File: src/rtl/serializer_pkg.sv
// Shared types for the bit serializer front end.
package serializer_pkg;

  typedef enum logic {
    IDLE  = 1'b0,
    SHIFT = 1'b1
  } ser_state_t;

endpackage

File: src/rtl/word_hold_reg.sv
// One-word holding register with a full flag. A write fills it, and a take empties it.
module word_hold_reg #(
  parameter int unsigned WIDTH = 8
) (
  input  logic             clk,
  input  logic             rst,
  input  logic             wr_en,
  input  logic [WIDTH-1:0] wr_data,
  input  logic             take,
  output logic [WIDTH-1:0] data,
  output logic             full
);

  always_ff @(posedge clk) begin
    if (!rst) begin
      data <= '0;
      full <= 1'b0;
    end else if (wr_en) begin
      data <= wr_data;
      full <= 1'b1;
    end else if (take) begin
      full <= 1'b0;
    end
  end

endmodule

File: src/rtl/bit_serializer.sv
// Parallel-to-serial front end: WIDTH-bit words in over valid/ready, one bit per clock out.
module bit_serializer
  import serializer_pkg::*;
#(
  parameter int unsigned WIDTH     = 8,
  parameter bit          MSB_FIRST = 1'b1,
  parameter bit          IDLE_BIT  = 1'b0
) (
  input  logic             clk,
  input  logic             rst,
  input  logic [WIDTH-1:0] data_in,
  input  logic             load_valid,
  output logic             load_ready,
  output logic             serial_out,
  output logic             serial_valid,
  output logic             frame_done
);

  localparam int unsigned CNT_W = (WIDTH > 2) ? $clog2(WIDTH) : 1;
  localparam logic [CNT_W-1:0] CNT_LAST = CNT_W'(WIDTH - 1);

  ser_state_t       state, state_nxt;
  logic [WIDTH-1:0] sreg, sreg_nxt, sreg_shifted;
  logic [CNT_W-1:0] cnt, cnt_nxt;
  logic [WIDTH-1:0] hold_data;
  logic             hold_full, hold_wr, hold_take;
  logic             accept, last_bit, cur_bit;

  word_hold_reg #(.WIDTH(WIDTH)) u_hold (
    .clk     (clk),
    .rst     (rst),
    .wr_en   (hold_wr),
    .wr_data (data_in),
    .take    (hold_take),
    .data    (hold_data),
    .full    (hold_full)
  );

  // The shift direction follows the bit order so that the outgoing bit always sits at the same end.
  always_comb begin
    if (MSB_FIRST) begin
      sreg_shifted = {sreg[WIDTH-2:0], 1'b0};
      cur_bit      = sreg[WIDTH-1];
    end else begin
      sreg_shifted = {1'b0, sreg[WIDTH-1:1]};
      cur_bit      = sreg[0];
    end
  end

  assign load_ready   = rst && !hold_full;
  assign accept       = load_valid && load_ready;
  assign last_bit     = (state == SHIFT) && (cnt == CNT_LAST);
  assign serial_out   = (state == SHIFT) ? cur_bit : IDLE_BIT;
  assign serial_valid = (state == SHIFT);
  assign frame_done   = last_bit;

  always_ff @(posedge clk) begin
    if (!rst) begin
      state <= IDLE;
      sreg  <= '0;
      cnt   <= '0;
    end else begin
      state <= state_nxt;
      sreg  <= sreg_nxt;
      cnt   <= cnt_nxt;
    end
  end

  // Next-state logic. On the last bit, a held word takes priority over a new word that bypasses the holding register.
  always_comb begin
    state_nxt = state;
    sreg_nxt  = sreg;
    cnt_nxt   = cnt;
    hold_wr   = 1'b0;
    hold_take = 1'b0;
    case (state)
      IDLE: begin
        if (accept) begin
          sreg_nxt  = data_in;
          cnt_nxt   = '0;
          state_nxt = SHIFT;
        end
      end
      SHIFT: begin
        if (!last_bit) begin
          sreg_nxt = sreg_shifted;
          cnt_nxt  = cnt + CNT_W'(1);
          hold_wr  = accept;
        end else if (hold_full) begin
          sreg_nxt  = hold_data;
          hold_take = 1'b1;
          cnt_nxt   = '0;
        end else if (accept) begin
          sreg_nxt = data_in;
          cnt_nxt  = '0;
        end else begin
          cnt_nxt   = '0;
          state_nxt = IDLE;
        end
      end
      default: state_nxt = IDLE;
    endcase
  end

endmodule
File: config.mk
export PLATFORM = sky130hd
export DESIGN_NAME = bit_serializer
export DESIGN_NICKNAME = d
export VERILOG_FILES = /design/src/rtl/serializer_pkg.sv /design/src/rtl/word_hold_reg.sv /design/src/rtl/bit_serializer.sv
export SDC_FILE = /design/constraint.sdc
export NUM_CORES = 1
export LEC_CHECK = 0
export ABC_AREA = 1
export CORE_MARGIN = 2
export CORE_UTILIZATION = 35
export CTS_CLUSTER_SIZE = 25
export DETAILED_ROUTE_END_ITERATION = 8
export PLACE_DENSITY = 0.6
export SETUP_SLACK_MARGIN = 0.2
export SLEW_MARGIN = 40
export SYNTH_ARGS = -nofsm -noshare
export SYNTH_HDL_FRONTEND = slang
export SYNTH_SLANG_ARGS = --single-unit
File: constraint.sdc
create_clock -name clk -period 1.55 [get_ports clk]
set_clock_uncertainty 0.15 [all_clocks]
set_input_delay 0.31 -clock clk [delete_from_list [all_inputs] [get_ports clk]]
set_output_delay 0.31 -clock clk [all_outputs]
set_load 0.02 [all_outputs]
# Word-level counts from Yosys, hierarchy flattened
# Index checks and enable logic that the tools add are counted.
classes:
  n_eq_ne: 2
  n_mux: 19
  n_bitwise: 1
  add_sub_neg: 1
  n_reduce_logical: 5
ops:
  columns: ["operator", "n"]
  rows:
  - ["8-bit two-way mux", 3]
  - ["8-bit case mux with 2 select lines", 1]
  - ["1-bit two-way mux", 11]
  - ["3-bit two-way mux", 2]
  - ["3-bit case mux with 2 select lines", 1]
  - ["3-bit by 1-bit adder with 3-bit output, second input constant", 1]
  - ["3-bit == test, second input constant", 1]
  - ["1-bit logical AND", 3]
  - ["2-bit != test, second input constant", 1]
  - ["1-bit case mux with 2 select lines", 1]
  - ["2-bit nonzero test", 1]
  - ["1-bit logical NOT", 1]
  - ["1-bit inverter", 1]
totals:
  word_cells: 33
  ff_bits: 21
  input_bits: 11

# Logic depth before layout (Yosys ltp)
# Gate-level depths: netlist of run 1.
logic_depth:
  word_depth: 7
  mapped_depth: 8
  mapped_depth_nobuf: 8

# Hierarchy
# From an unflattened synthesis of run 1, not the netlist that was laid out.
unflattened:
  cells_unflattened: 161
  hier_area_um2: 1089.8
by_module_without_submodules:
  columns: ["mod", "cells_per_inst", "instances", "area_per_inst_um2"]
  rows:
  - ["bit_serializer", 123, 1, 785.8]
  - ["word_hold_reg", 38, 1, 304.0]

# Worst setup path before layout of run 1
# OpenSTA, ideal clock, no wires.
synth_timing:
  path_kind: "register to register"
  startpoint: "reg cnt[0]"
  endpoint: "reg sreg[1]"
  arrival_time_ns: 1.251
  path_slack_ns: 0.027
  synth_period_minus_slack_ns: 1.523
  path_stages_with_launch: 8
  required_ns: 1.278
  setup_ns: 0.122
  path_cell_list: "dfxtp_1 -> ha_1 -> ha_1 -> inv_1 -> nand2_1 -> buf_2 -> o21ai_0 -> a21oi_2"
synth_between:
  elab_chain_cells: 4
synth_rtl:
  columns: ["item", "line", "rtl"]
  rows:
  - ["start, declared", "bit_serializer.sv:24", "logic [CNT_W-1:0] cnt, cnt_nxt;"]
  - ["start signal, assigned", "bit_serializer.sv:65", "cnt <= cnt_nxt;"]
  - ["3-bit == test", "bit_serializer.sv:52", "assign last_bit = (state == SHIFT) && (cnt == CNT_LAST);"]
  - ["1-bit logical AND", "bit_serializer.sv:52", null]
  - ["8-bit two-way mux", "bit_serializer.sv:85", "if (!last_bit) begin"]
  - ["8-bit case mux with 2 select lines", "bit_serializer.sv:76", "case (state)"]
  - ["end signal, assigned", "bit_serializer.sv:64", "sreg <= sreg_nxt;"]
  - ["end, declared", "bit_serializer.sv:23", "logic [WIDTH-1:0] sreg, sreg_nxt, sreg_shifted;"]
# Every way passes these cells.
# A chain may end at the register's enable or synchronous reset.

# Worst setup path after layout of run 1
layout_timing:
  startpoint: "reg cnt[0]"
  endpoint: "out frame_done"
layout_between:
  elab_chain_cells: 2
layout_rtl:
  columns: ["item", "line", "rtl"]
  rows:
  - ["3-bit == test", "bit_serializer.sv:52", null]
  - ["1-bit logical AND", "bit_serializer.sv:52", null]
  - ["end, declared", "bit_serializer.sv:16", "output logic frame_done"]
# Every way passes these cells.

==> summary.md, run 1 <==
| Metric | Value |
|---|---|
| Status | `complete, but fails checks` |
| Failing checks | `negative setup slack` |
| R2r endpoint | `u_hold.data[0]$_SDFFE_PN0P_` |
| Sw frac | `31.1%` |
| Finished Layout Cells | `203` |
| TritonCTS buffer count | `3` |
| Final worst-path cycle share | `108%` |
| Slew @ Worst Pin | `0.259 ns` |
| DR WL/cell | `13.5 microns` |
| Post-synth top cells | `nand2_1, dfxtp_1, a21oi_1` |
| Cells after Synth | `139` |
| Vias in the first global route | `approximately 1000` |
| Clk_lat worst skew | `approximately 0.31 ns` |
| Drc violations | `0` |
| Most common cell in the netlist | `nand2_1` |
| I/O Pins | `15` |
| Ys async rst share | `0%` |
| Synth-to-Final Area Change | `48.1%` |
| Vias per inst | `5.21` |
| Synth warnings | `0` |
| Total power | `around 1200 uW` |
| Crit path kind | `reg2out` |
| Avg Cell Area, Syn | `between 7 and 8 sq um` |
| Gr usage total | `18.0%` |
| FP Rows | `19` |
| Hold WC Path Type | `reg2reg` |
| TritonCTS clock tree | `yes` |
| Clk slew on worst S/H paths | `~0.13 ns` |
| RSZ-0062 raised after global routing | `yes` |
| Largest net degree at the start of global routing | `19` |
| Synth area leaders | `dfxtp_1, nand2_1, a21oi_1` |
| Setup ws final | `-0.126 ns` |
| Worst slack, placed | `-0.469 ns` |
| Slew headroom | `approximately 83%` |
| Starting density of the core | `37.2%` |
| CP required | `~1.1 ns` |
| Max cap viols | `0` |
| Post-synth top area share | `slightly above 40%` |
| Sequential area share after synthesis | `about two fifths` |
| Final WL | `2740 microns` |
| Sequential power share | `50.7%` |
| Final setup vio count | `18` |
| Cts hold-fix bufs | `0` |
| Antenna Cells | `0` |
| Ys flop type | `dfxtp_1` |
| Root Buffer | `clkbuf_4` |
| Worst hold slack | `~0.34 ns` |
| Largest area contributor in the netlist | `dfxtp_1` |
| #FFs+latches synth | `21` |
| Iter 0 DRT Violations | `20` |
| Psw | `roughly 370 uW` |
| Global route overflow | `0` |
| Post-DP HPWL | `between 1500 and 2000 microns` |
| Clk pwr share | `roughly 23%` |
| Post-Syn Nets | `between 150 and 200` |
| Worst Hold End | `u_hold.data[7]$_SDFFE_PN0P_` |
| Crit path time final | `~1.7 ns` |
| Die width | `around 58 microns` |
| Clk sinks | `21` |
| First-pass detailed-route iteration total | `4` |
| Mapped Area | `between 1000 and 1500 sq um` |
| Nature of the critical path endpoint | `output pin` |
| Crit-path max FO | `2` |
| Cells on worst reg2reg path | `8` |
| Share of cells above drive strength 1 | `between 40% and 50%` |
| Finished Core Util | `55.1%` |
| Int Pwr | `826 uW` |
| Longest Clk Path Bufs | `2` |
| Cell area power density | `between 700 and 800 nW/um^2` |
| Global placement routability congestion | `between 0.7 and 0.8` |
| Max Clock Freq | `597 MHz` |
| Number of nets in the layout | `186` |
| Maximum vdd drop | `between 0.0009 and 0.001 V` |
| Final Max Slew Viols | `0` |
| Std-Cell Core Area | `about 2800 sq um` |
| Final hold violation count | `0` |
| Vias | `roughly 1100` |
| WP data arrival | `1.22 ns` |
| Global-route wire length before repair | `roughly 4700 microns` |
| Number of flops mapped to enable cells by yosys | `0` |
| CTS H-tree depth | `1` |
| Antenna-violating nets left | `0` |
| Die Span Y | `just under 60 microns` |
| LEAKAGE | `0.000628 uW` |
| Inst Count DP | `197` |
| FF-to-FF setup slack | `-0.11 ns` |
| Die area | `about 3400 sq um` |
| Comb pwr share | `between 20% and 30%` |
| Worst r2r src | `cnt[0]$_SDFFE_PN0P_` |
| I/O Buffers | `14` |
| Yosys cell types | `22` |
| Hold Path Origin | `u_hold.data[7]$_SDFFE_PN0P_` |
| Initial antenna violation count | `0` |
| Hold path depth | `2` |
| Setup crit start kind | `flop` |
[stage by stage]
stage	instance area, sq um	TNS (ns)
after floorplan	1090	0
after global placement	1350	-5.53
after detailed placement	1350	-6.16
after CTS	1500	-1.16
after global routing	1530	-2.86
final	1530	-1.39
[worst max-delay path: stages, from the launching register on]
cell,delay [ns]
dfxtp_2,0.36
ha_4,0.16
ha_4,0.16
nand2_4,0.07
inv_2,0.04
buf_6,0.12
[kinds of logic after synthesis]
logic type | after synthesis | synth area share [%]
fa+ha+maj | 2 | 2.42
simple gates | 63 | 30.4
compound gates | 34 | 17.4
flops | 21 | 40.6
buf+inv | 19 | 9.19
[sequential cells by signal, summed over array words and instances (netlist names)]
| signal | count |
|---|---|
| cnt | 3 |
| serial_valid | 1 |
| sreg | 8 |
| u_hold.data | 8 |
| u_hold.full | 1 |
[layout by cell type, fill, tap and decap left out, drive strengths merged]
cell type,count
dlygate4sd2,1
dfxtp,21
o21ai,14
inv,14
o211ai,1
buf,23
clkbuf,3
nor2,16
nand4,4
clkdlybuf4s50,9
a21oi,19
ha,2
nand3,15
clkinvlp,1
or2,4
nand2,24
nand3b,1
[per-layer routing]
metal | part of all wire (%) | wire length [microns] | GRT usage (%)
met5 | 0 | 0 | 0
met4 | 2.8 | 77 | 7.97
met3 | 5.5 | 151 | 5.49
met2 | 48 | 1300 | 28.9
met1 | 44 | 1210 | 22.3
[worst max path at each step]
stage                        start                          end  slack [ns]
5_1_grt        cnt[1]$_SDFFE_PN0P_  u_hold.data[6]$_SDFFE_PN0P_       -0.19
3_3_place_gp                   rst                   load_ready       -0.47
2_1_floorplan  cnt[0]$_SDFFE_PN0P_           sreg[4]$_SDFF_PN0_        0.20
4_1_cts        cnt[0]$_SDFFE_PN0P_                   frame_done       -0.14
6_report       cnt[0]$_SDFFE_PN0P_                   frame_done       -0.13
3_5_place_dp                   rst                   load_ready       -0.47
[timing repair]
| action | CTS | global route |
|---|---|---|
| setup buffers | 1 | 0 |
| cloned | 1 | 0 |
| setup endpoints to repair | 25 | 25 |
| gates resized for setup | 58 | 10 |
| pin swaps | 15 | 4 |
[power by group through the flow]
stage	registers, uW	clock network, uW	logic (uW)
6_report	608	275	315
3_3_place_gp	614	0	256
4_1_cts	607	289	303
2_1_floorplan	617	0	153
5_1_grt	613	321	344
3_5_place_dp	615	0	263
[layout make-up]
cell class	count	area, sq um
Fill cell	265	1250
Multi-Input combinational cell	100	674
Sequential cell	21	428
Timing Repair Buffer	33	302
Inverter	14	60.1
Tap cell	31	38.8
Clock buffer	3	22.5
Clock inverter	1	7.51
(Power assumes the default switching activity.)
==> inputs of run 2 (changes only) <==
--- a/config.mk
+++ b/config.mk
@@ -8,7 +8,7 @@
 export ABC_AREA = 1
 export CORE_MARGIN = 2
 export CORE_UTILIZATION = 35
-export CTS_CLUSTER_SIZE = 25
+export CTS_CLUSTER_SIZE = 24
 export DETAILED_ROUTE_END_ITERATION = 8
 export PLACE_DENSITY = 0.6
 export SETUP_SLACK_MARGIN = 0.2
==> results of run 2 <==
The final DEF is identical to that of run 1; final timing and power are the same.
